### src/rtl/video_timing_gen.sv
// 640x480@60 raster timing generator: registered counters, DE, syncs and line/frame pulses.
// Optional colour-bar test pattern on R/G/B when VTG_PATTERN_EN is defined.
module video_timing_gen #(
  parameter int H_ACTIVE = 640,
  parameter int H_FP     = 16,
  parameter int H_SYNC   = 96,
  parameter int H_BP     = 48,
  parameter int V_ACTIVE = 480,
  parameter int V_FP     = 10,
  parameter int V_SYNC   = 2,
  parameter int V_BP     = 33
) (
  input  logic       pixclk,
  input  logic       rst_n,
  input  logic       en,
  output logic [9:0] hcount,
  output logic [9:0] vcount,
  output logic       VDE,
  output logic [1:0] CD,
  output logic       frame_start,
  output logic       line_start,
  output logic [7:0] R,
  output logic [7:0] G,
  output logic [7:0] B
);

  localparam int H_TOTAL = H_ACTIVE + H_FP + H_SYNC + H_BP;
  localparam int V_TOTAL = V_ACTIVE + V_FP + V_SYNC + V_BP;

  localparam logic [9:0] H_MAX  = 10'(H_TOTAL - 1);
  localparam logic [9:0] V_MAX  = 10'(V_TOTAL - 1);
  localparam logic [9:0] H_ACT  = 10'(H_ACTIVE);
  localparam logic [9:0] V_ACT  = 10'(V_ACTIVE);
  localparam logic [9:0] HS_BEG = 10'(H_ACTIVE + H_FP);
  localparam logic [9:0] HS_END = 10'(H_ACTIVE + H_FP + H_SYNC - 1);
  localparam logic [9:0] VS_BEG = 10'(V_ACTIVE + V_FP);
  localparam logic [9:0] VS_END = 10'(V_ACTIVE + V_FP + V_SYNC - 1);

  if (H_TOTAL > 1024 || V_TOTAL > 1024) begin : g_size_check
    $error("video_timing_gen: H_TOTAL/V_TOTAL exceed 10-bit counter range");
  end

  logic [9:0] hcount_q, hcount_d;
  logic [9:0] vcount_q, vcount_d;
  logic       vde_q, vde_d;
  logic       hsync_q, hsync_d;
  logic       vsync_q, vsync_d;
  logic       frame_q, frame_d;
  logic       line_q, line_d;

  // Outputs are decoded from the next position so they line up with the registered counters.
  always_comb begin
    hcount_d = (hcount_q == H_MAX) ? '0 : hcount_q + 10'd1;
    vcount_d = vcount_q;
    if (hcount_q == H_MAX) begin
      vcount_d = (vcount_q == V_MAX) ? '0 : vcount_q + 10'd1;
    end
    vde_d   = (hcount_d < H_ACT) && (vcount_d < V_ACT);
    hsync_d = !((hcount_d >= HS_BEG) && (hcount_d <= HS_END));
    vsync_d = !((vcount_d >= VS_BEG) && (vcount_d <= VS_END));
    line_d  = (hcount_d == '0);
    frame_d = (hcount_d == '0) && (vcount_d == '0);
  end

  always_ff @(posedge pixclk or negedge rst_n) begin
    if (!rst_n) begin
      hcount_q <= H_MAX;
      vcount_q <= V_MAX;
      vde_q    <= 1'b0;
      hsync_q  <= 1'b1;
      vsync_q  <= 1'b1;
      frame_q  <= 1'b0;
      line_q   <= 1'b0;
    end else if (en) begin
      hcount_q <= hcount_d;
      vcount_q <= vcount_d;
      vde_q    <= vde_d;
      hsync_q  <= hsync_d;
      vsync_q  <= vsync_d;
      frame_q  <= frame_d;
      line_q   <= line_d;
    end
  end

  assign hcount      = hcount_q;
  assign vcount      = vcount_q;
  assign VDE         = vde_q;
  assign CD          = {vsync_q, hsync_q};
  assign frame_start = frame_q;
  assign line_start  = line_q;

`ifdef VTG_PATTERN_EN
  localparam logic [9:0] BAR_W = 10'(H_ACTIVE / 8);

  logic [2:0]  bar_d;
  logic [23:0] rgb_d, rgb_q;

  // Bar index only matters inside the active area, so truncation past H_ACTIVE is harmless.
  always_comb begin
    bar_d = 3'(hcount_d / BAR_W);
    rgb_d = 24'h000000;
    if (vde_d) begin
      case (bar_d)
        3'd0:    rgb_d = 24'hFFFFFF;
        3'd1:    rgb_d = 24'hFFFF00;
        3'd2:    rgb_d = 24'h00FFFF;
        3'd3:    rgb_d = 24'h00FF00;
        3'd4:    rgb_d = 24'hFF00FF;
        3'd5:    rgb_d = 24'hFF0000;
        3'd6:    rgb_d = 24'h0000FF;
        default: rgb_d = 24'h000000;
      endcase
    end
  end

  always_ff @(posedge pixclk or negedge rst_n) begin
    if (!rst_n) begin
      rgb_q <= '0;
    end else if (en) begin
      rgb_q <= rgb_d;
    end
  end

  assign {R, G, B} = rgb_q;
`else
  assign R = 8'h00;
  assign G = 8'h00;
  assign B = 8'h00;
`endif

endmodule
### config.mk
export PLATFORM = sky130hd
export DESIGN_NAME = video_timing_gen
export DESIGN_NICKNAME = d
export VERILOG_FILES = /design/src/rtl/video_timing_gen.sv
export SDC_FILE = /design/constraint.sdc
export NUM_CORES = 1
export LEC_CHECK = 0
export CAP_MARGIN = 10
export CORE_ASPECT_RATIO = 1.75
export CORE_MARGIN = 2
export CORE_UTILIZATION = 52
export CTS_BUF_LIST = sky130_fd_sc_hd__clkbuf_4 sky130_fd_sc_hd__clkbuf_8
export DETAILED_ROUTE_END_ITERATION = 7
export PLACE_DENSITY = 0.84
export SYNTH_ARGS = -nofsm -noshare
export SYNTH_HDL_FRONTEND = slang
export SYNTH_SLANG_ARGS = --single-unit
### constraint.sdc
create_clock -name pixclk -period 4.67 [get_ports pixclk]
set_input_delay 0.467 -clock pixclk [delete_from_list [all_inputs] [get_ports pixclk]]
set_output_delay 0.467 -clock pixclk [all_outputs]
set_load 0.01 [all_outputs]
; Word-level counts from Yosys, hierarchy flattened
; Index checks and enable logic that the tools add are counted.
[word_totals]
rom_bits = 0
ram_bits = 0
out_inout_bits = 49
register_bits = 25
latchBits = 0
mem_count = 0
elab_cells = 28
[op_classes]
reduce_logical = 8
order_cmp = 6
multipliers = 0
shift = 0
n_eq_ne = 2
n_mux = 3
addsub = 2
n_div = 0
n_bitwise = 0
[op_table]
columns = operator, count
row1 = 10-bit two-way mux, 3
row2 = 10-bit by 1-bit adder with 10-bit output (second input constant), 2
row3 = 10-bit equality test (second input constant), 2
row4 = 10-bit zero test, 2
row5 = 10-bit >= comparator (second input constant), 1
row6 = 10-bit by 9-bit >= comparator with 1-bit output (second input constant), 1
row7 = 10-bit <= comparator (second input constant), 1
row8 = 10-bit by 9-bit <= comparator with 1-bit output (second input constant), 1
row9 = 10-bit less-than comparator (second input constant), 1
row10 = 10-bit by 9-bit less-than comparator with 1-bit output (second input constant), 1
row11 = 1-bit logical AND, 4
row12 = 1-bit zero test, 2

; Depth between registers and ports, before layout
[depth]
word_depth = 6
mapped_depth = 10

; Worst setup path after synthesis
; OpenSTA, ideal clock, no wires.
[synth_path]
path_kind = reg-to-reg
start = register hcount_q[1], in the netlist hcount[1]
end = register vde_q, in the netlist VDE
path_buffers = 2
period_less_slack_ns = 2.380
slack_ns = 2.290
required_time_ns = 4.543
arrival_time_ns = 2.253
stages_incl_launch_ff = 10
setup_ns = 0.127
path_cell_list = dfstp_2 ha_1 clkbuf_1 and4_1 buf_4 and3_1 nand4_1 xor2_1 nor4b_2 o41ai_2
[synth_between]
elab_chain_len = 4
[synth_rtl]
columns = element, line
row1 = start: declaration, 43  ; logic [9:0] hcount_q, hcount_d;
row2 = start signal: assignment, 75  ; hcount_q <= hcount_d;
row3 = 10-bit by 1-bit adder with 10-bit output or 10-bit equality test (tied branches), "53, 55"
row4 = "10-bit two-way mux, on equally long branches", "53, 55"
row5 = 10-bit less-than comparator or 10-bit by 9-bit less-than comparator with 1-bit output (tied branches), 58  ; vde_d = (hcount_d < H_ACT) && (vcount_d < V_ACT);
row6 = 1-bit logical AND *, 58
row7 = end signal: assignment, 77  ; vde_q <= vde_d;
row8 = end: declaration, 45  ; logic vde_q, vde_d;
; Every way passes the cells marked *; elsewhere a longest branch is shown, timed or not.
; A chain may end at the register's enable or synchronous reset.

; Worst setup path in the final report
; Ends and elaborated chain as after synthesis.

==> flow_summary.json <==
{
  "seq_area_frac_synth": 0.314,
  "holdCritPathClass": "reg -> reg",
  "clock_path_buffers": 2,
  "fin_crit_ns": 2.81,
  "p_per_area_nw_per_um2": 366,
  "post-cts-setup-buffers": 0,
  "p_leak_nw": 0.887,
  "peakVddDrop_mv": 0.208,
  "syn_inst": 238,
  "register_area_um2": 641,
  "fin_crit_sh": 0.602,
  "clock_latency_ns": 0.27,
  "layout_common_cells": "clkdlybuf4s50_1 (27), conb_1 (24), nand2_1 (19)",
  "cts_buffers": 3,
  "timing_hold_violations_final": 0,
  "ctsHoldBuffers": 0,
  "syn_area_per_cell_um2": 8.57,
  "required_ns": 4.82,
  "cp_num_buf_inv": 0,
  "synth-seq-cells": 25,
  "critPathMaxStageDelay_ns": 0.63,
  "remaining_drc_errors": 0,
  "cp_max_fo": 12,
  "ys_warn_count": 0,
  "critical_path_arrival_ns": 2.96,
  "cts_tree": "done",
  "p_sw_mw": 0.317,
  "dp_hpwl_um": 3340,
  "firstDrtPassIters": 5,
  "grt_max_degree": 26,
  "die_x_um": 51.4,
  "cp_cell_sequence": "ha_1, and4_1, and3_1, nand4_1, xor2_1, nor4b_2, o41ai_2",
  "drt_iter0_drc": 52,
  "synthFlopType": "dfrtp_1",
  "setup_viol": 0,
  "relSlewSlack": 0.435,
  "start_kind": "flip-flop",
  "numPortBuffers": 27,
  "start_util": 0.533,
  "via_per_inst": 5.78,
  "cts_resized": 0,
  "p_int_mw": 0.492,
  "cts_sinks": 25,
  "grt_usage": 0.213,
  "io-pin-count": 52,
  "die_h_um": 86.9,
  "crit_family": "simple AND/OR/NAND/NOR gates",
  "setup_ws_ns": 1.86,
  "final_nets": 256,
  "grt_pass1_vias": 1580,
  "n_fill_cell": 338,
  "antenna_found_initial": 0,
  "p_seq_frac": 0.461,
  "multi_input_area_um2": 1150,
  "grt_pass1_wl_um": 7390,
  "status": "finished, final reports clean",
  "clk_pin_slew_ns": 0.09,
  "clkPwrFrac": 0.158,
  "routabilityCongestion": 0.890,
  "avgRoutedWirePerCell_um": 14.9,
  "worstSetupPathType": "reg -> reg",
  "routed_wl_um": 4400,
  "rows": 30,
  "swShare": 0.392,
  "fin_skew_ns": 0.00856,
  "dieArea_um2": 4460,
  "areaGrowthSynthToFinish_pct": 8.28,
  "worst_slew_pin_slew_ns": 0.844,
  "h-tree-depth": 1,
  "drive_gt1_frac": 0.101,
  "cap_violations": 0,
  "synth_edf_count": 0,
  "crit_path_end_kind": "flip-flop",
  "root_buffer": "clkbuf_8",
  "vias": 1712,
  "postRouteAntennaNets": 0,
  "post-place-ws_ns": 1.88,
  "grt.overflow.total": 0,
  "layout_commonest_cell": "clkdlybuf4s50_1",
  "synth_cell_type_count": 60,
  "antenna_cells": 0,
  "cpMaxStageDelayCell": "dfstp_2",
  "netlist_area_um2": 2040,
  "setup_tns_ns": 0,
  "coreArea_um2": 3830,
  "max_freq_ghz": 0.356,
  "combPwrFrac": 0.381,
  "synthArstFlopShare": 1.00,
  "finalMaxSlewViolations": 0,
  "rsz0062_at_grt": "false"
}
[tightest hold or removal path, delay by kind of cell (launching register included)]
kind               cells  cell delay, ns
AOI/OAI and AO/OA      1            0.05
DFF                    1            0.36
and+or+nand+nor        1            0.07
[layer usage]
metal  vias to the layer above  wire [µm]  global-route usage
met3                        12        163              0.0206
met1                       819       1650               0.239
met5                         -          0                   0
met4                         0        139               0.103
met2                        59       2440               0.391
li1                        822          -                   -
[path summary, 6_finish.rpt]
path	from	to	slack (ns)	depth (start not counted)
setup / recovery	hcount[1]	VDE	1.86	7
hold / removal	VDE	VDE	0.51	2
setup reg to reg	hcount[1]	VDE	1.86	7
hold reg to reg	VDE	VDE	0.51	2
max in group asynchronous	rst_n	hcount[0]	3.82	2
min in group asynchronous	rst_n	vcount[8]	0.56	2
[logic make-up after synthesis]
logic type                 Yosys count  share of synthesized area
AOI/OAI and AO/OA                   51                      0.178
xor gates and xnor gates            15                     0.0644
buffers and inverters               53                      0.162
adders and majority gates            5                     0.0294
DFF                                 25                      0.314
other                                1                    0.00184
and+or+nand+nor                     86                      0.240
muxes                                2                    0.00981
[power by group through the flow]
stage / combinational, mW / sequential [mW] / clock [mW]
CTS: 0.309 / 0.372 / 0.130
finish: 0.308 / 0.373 / 0.128
global placement: 0.305 / 0.373 / 0
global route: 0.341 / 0.387 / 0.141
detailed placement: 0.308 / 0.375 / 0
floorplan: 0.259 / 0.324 / 0
[cell usage after synthesis (2+ instances only)]
| library cell | n | area [µm²] |
|---|---|---|
| xnor2_1 | 9 | 78.8 |
| and3_1 | 4 | 25.0 |
| o21ai_1 | 2 | 10.0 |
| o211a_1 | 2 | 20.0 |
| dfrtp_1 | 13 | 325 |
| nand4b_1 | 2 | 17.5 |
| nor4b_1 | 2 | 17.5 |
| dfstp_2 | 12 | 315 |
| nand2_1 | 19 | 71.3 |
| nor3_1 | 5 | 25.0 |
| mux2i_1 | 2 | 20.0 |
| nand4_1 | 6 | 37.5 |
| buf_2 | 5 | 25.0 |
| a21oi_1 | 10 | 50.1 |
| nor4_1 | 2 | 12.5 |
| o221ai_1 | 2 | 17.5 |
| a21boi_0 | 2 | 15.0 |
| xor2_1 | 6 | 52.6 |
| inv_1 | 8 | 30.0 |
| o21ai_0 | 10 | 50.1 |
| or3_1 | 2 | 12.5 |
| nand3_1 | 14 | 70.1 |
| or4_1 | 2 | 15.0 |
| a311o_1 | 2 | 20.0 |
| ha_1 | 4 | 50.1 |
| o21a_1 | 3 | 22.5 |
| a31oi_1 | 5 | 31.3 |
| clkbuf_1 | 8 | 30.0 |
| buf_4 | 29 | 218 |
| nor2_1 | 15 | 56.3 |
| nor2b_1 | 2 | 12.5 |
[final cells by class]
type | instances | area share
inverter | 8 | 0.0136
clock inverter | 1 | 0.00227
multi-input combinational | 183 | 0.523
timing repair buffer | 28 | 0.126
tap | 48 | 0.0272
clock buffer | 3 | 0.0187
sequential | 25 | 0.290
[through the flow]
step                std cells  total power [mW]  hold slack (ns)  utilization  instance area, µm²
finish                    296             0.809            0.509        0.577                2210
detailed placement        292             0.684            0.479        0.565                2160
floorplan                 261             0.583            0.171            -                2130
global placement          292             0.679            0.496        0.565                2160
CTS                       296             0.811            0.508        0.577                2210
global route              296             0.869            0.542        0.577                2210
[flip-flops by register name, summed over array words and instances, names as in the netlist]
name and flops:
vcount 10, frame_start 1, line_start 1, vsync_q 1, VDE 1, hcount 10, hsync_q 1
Power figures use the tool's default switching activity.
==> patch (config.mk and constraints unchanged) <==
Compare `vcount_q` against `V_MAX` with >= in place of ==.
--- a/src/rtl/video_timing_gen.sv
+++ b/src/rtl/video_timing_gen.sv
@@ -54,5 +54,5 @@
     vcount_d = vcount_q;
     if (hcount_q == H_MAX) begin
-      vcount_d = (vcount_q == V_MAX) ? '0 : vcount_q + 10'd1;
+      vcount_d = (vcount_q >= V_MAX) ? '0 : vcount_q + 10'd1;
     end
     vde_d   = (hcount_d < H_ACT) && (vcount_d < V_ACT);
Behaviour: no difference found for any inputs over 10 cycles, from zero or initial values and one cycle with rst_n low; that may be too few to reach the edited logic, so the function may still have changed.
==> patch against the original RTL <==
Utilization grew 2.5 points. Design area shrank 1.2%. Routed wire length shrank 1.8%. Synthesized cell count shrank 2.9%. Worst setup slack gained 0.24 ns. Critical path depth is the same. Clock power grew 5%. Power grew 4.6%. Largest cell class unchanged. Non-clock buffer count grew 1. Hold slack lost 0.016 ns. Sequential cell count is the same. Synthesized area shrank 4.0%. Die area shrank 3.7%.
==> patch: results (changes against the original RTL) <==
INFO  metric yosysWarnings = 0 (unchanged)
INFO  metric seq_power_share = 43.0% (-3.1 points)
INFO  metric critical_path_peak_fanout = 13 (+1)
INFO  metric tightestPinTransition = 0.513 ns (-0.331 ns)
INFO  metric leakagePower = 0.913 nW (+3.0%)
INFO  metric dp_cells = 291 (-0.34%)
INFO  metric drt_pass1_iterations = 4 (-1)
INFO  metric cellPowerDensity = 387 nW/µm² (+5.8%)
INFO  metric drtAntennaViolNets = 0 (unchanged)
INFO  metric finalCritPeriodShare = 55.1% (-5.1 points)
INFO  metric place_ws = 2.12 ns (+0.236 ns)
INFO  metric initialDrtViolationCount = 34 (-35%)
INFO  metric synthesis.area_per_instance = 8.48 µm² (-1.1%)
INFO  metric number_of_antenna_violations_at_the_first_check_in_global_routing = 0 (unchanged)
INFO  metric status = completed
INFO  metric yosys-top-cells-area = sky130_fd_sc_hd__dfrtp_1 17%, sky130_fd_sc_hd__dfstp_2 16%, sky130_fd_sc_hd__buf_4 10%
INFO  metric synth_sequential_area_ratio = 32.7% (+1.3 points)
INFO  metric switchingPower = 0.000336 W (+6.1%)
INFO  metric ys_top_cells_by_count = 26 x sky130_fd_sc_hd__buf_4, 22 x sky130_fd_sc_hd__nand2_1, 19 x sky130_fd_sc_hd__o21ai_0
INFO  metric stdcell_count = 295 (-0.34%)
INFO  metric synth-compound-area-share = 14.2% (-3.7 points)
INFO  metric fin_skew = 0.00374 ns (-0.00482 ns)
INFO  metric post_dp_cell_area = 2140 µm² (-1.2%)
INFO  metric first_global_vias = 1586 (+0.38%)
INFO  metric vdd_drop_max = 0.000187 V (-10%)
INFO  metric gpl.final_weighted_congestion = 0.998 (+12%)
INFO  metric grt_pass1_wl = 7220 µm (-2.2%)
INFO  metric grt.total_usage = 21.7% (+0.41 points)
INFO  metric place.detailed.hpwl = 3240 µm (-3.2%)
INFO  metric detail_route.wirelength = 4320 µm (-1.8%)
INFO  metric pin_count_of_the_biggest_net_entering_global_routing = 28 (+7.7%)
INFO  metric vias_per_cell = 5.66 (-2.2%)
INFO  metric timing.hold.worst.start = hsync_q$_DFFE_PN1P_
INFO  metric drive_gt1_share = 12.0% (+2.0 points)
INFO  metric combinationalPowerShare = 41.1% (+3.0 points)
INFO  metric post_synth_fa_ha_maj_area_fraction = 3.19% (+0.25 points)
INFO  metric timing.hold.worst_endpoint = hsync_q$_DFFE_PN1P_
## patch: cell types whose count changed after synthesis, moves of 4 or more
| cell | delta |
|---|---|
| sky130_fd_sc_hd__a21oi_1 | -5 |
| sky130_fd_sc_hd__clkbuf_1 | -6 |
| sky130_fd_sc_hd__o21ai_0 | +9 |
| sky130_fd_sc_hd__xnor2_1 | +4 |
| sky130_fd_sc_hd__xor2_1 | -5 |
## patch: area by class of cell
| type | count | area [µm²] |
|---|---|---|
| fillers | 335 | 1450 |
| multi-input cells | 181 | 1120 |
| flip-flops and latches | 25 | 641 |
| repair buffers | 29 | 285 |
| well taps | 46 | 57.6 |
| clock buffers | 3 | 41.3 |
| inverters | 10 | 37.5 |
| clock inverters | 1 | 5.00 |
## patch: worst max-delay path, cell delays in order, from the launching register on
cell and delay (ns):
sky130_fd_sc_hd__dfstp_2 0.59, sky130_fd_sc_hd__ha_1 0.25, sky130_fd_sc_hd__nand4_1 0.22, sky130_fd_sc_hd__nor3_4 0.52, sky130_fd_sc_hd__and4_1 0.33, sky130_fd_sc_hd__xnor2_1 0.15, sky130_fd_sc_hd__nor3_2 0.07, sky130_fd_sc_hd__o41ai_1 0.34
## patch: cell families (layout without fill, tap and decap cells)
| kind of cell | after synthesis | after routing |
|---|---|---|
| AO/OA/AOI/OAI | 41 | 41 |
| XOR/XNOR | 14 | 14 |
| adder cells (fa/ha/maj) | 5 | 5 |
| buffers and inverters | 48 | 43 |
| flip-flops | 25 | 25 |
| multiplexers | 5 | 5 |
| other | 1 | 24 |
| AND/OR/NAND/NOR | 92 | 92 |
## patch: per-layer routing
metal  GRT usage (%)  wire length, µm
met1            24.8             1630
met4            15.0              239
met5               0                0
met2            37.1             2260
met3            1.94              184
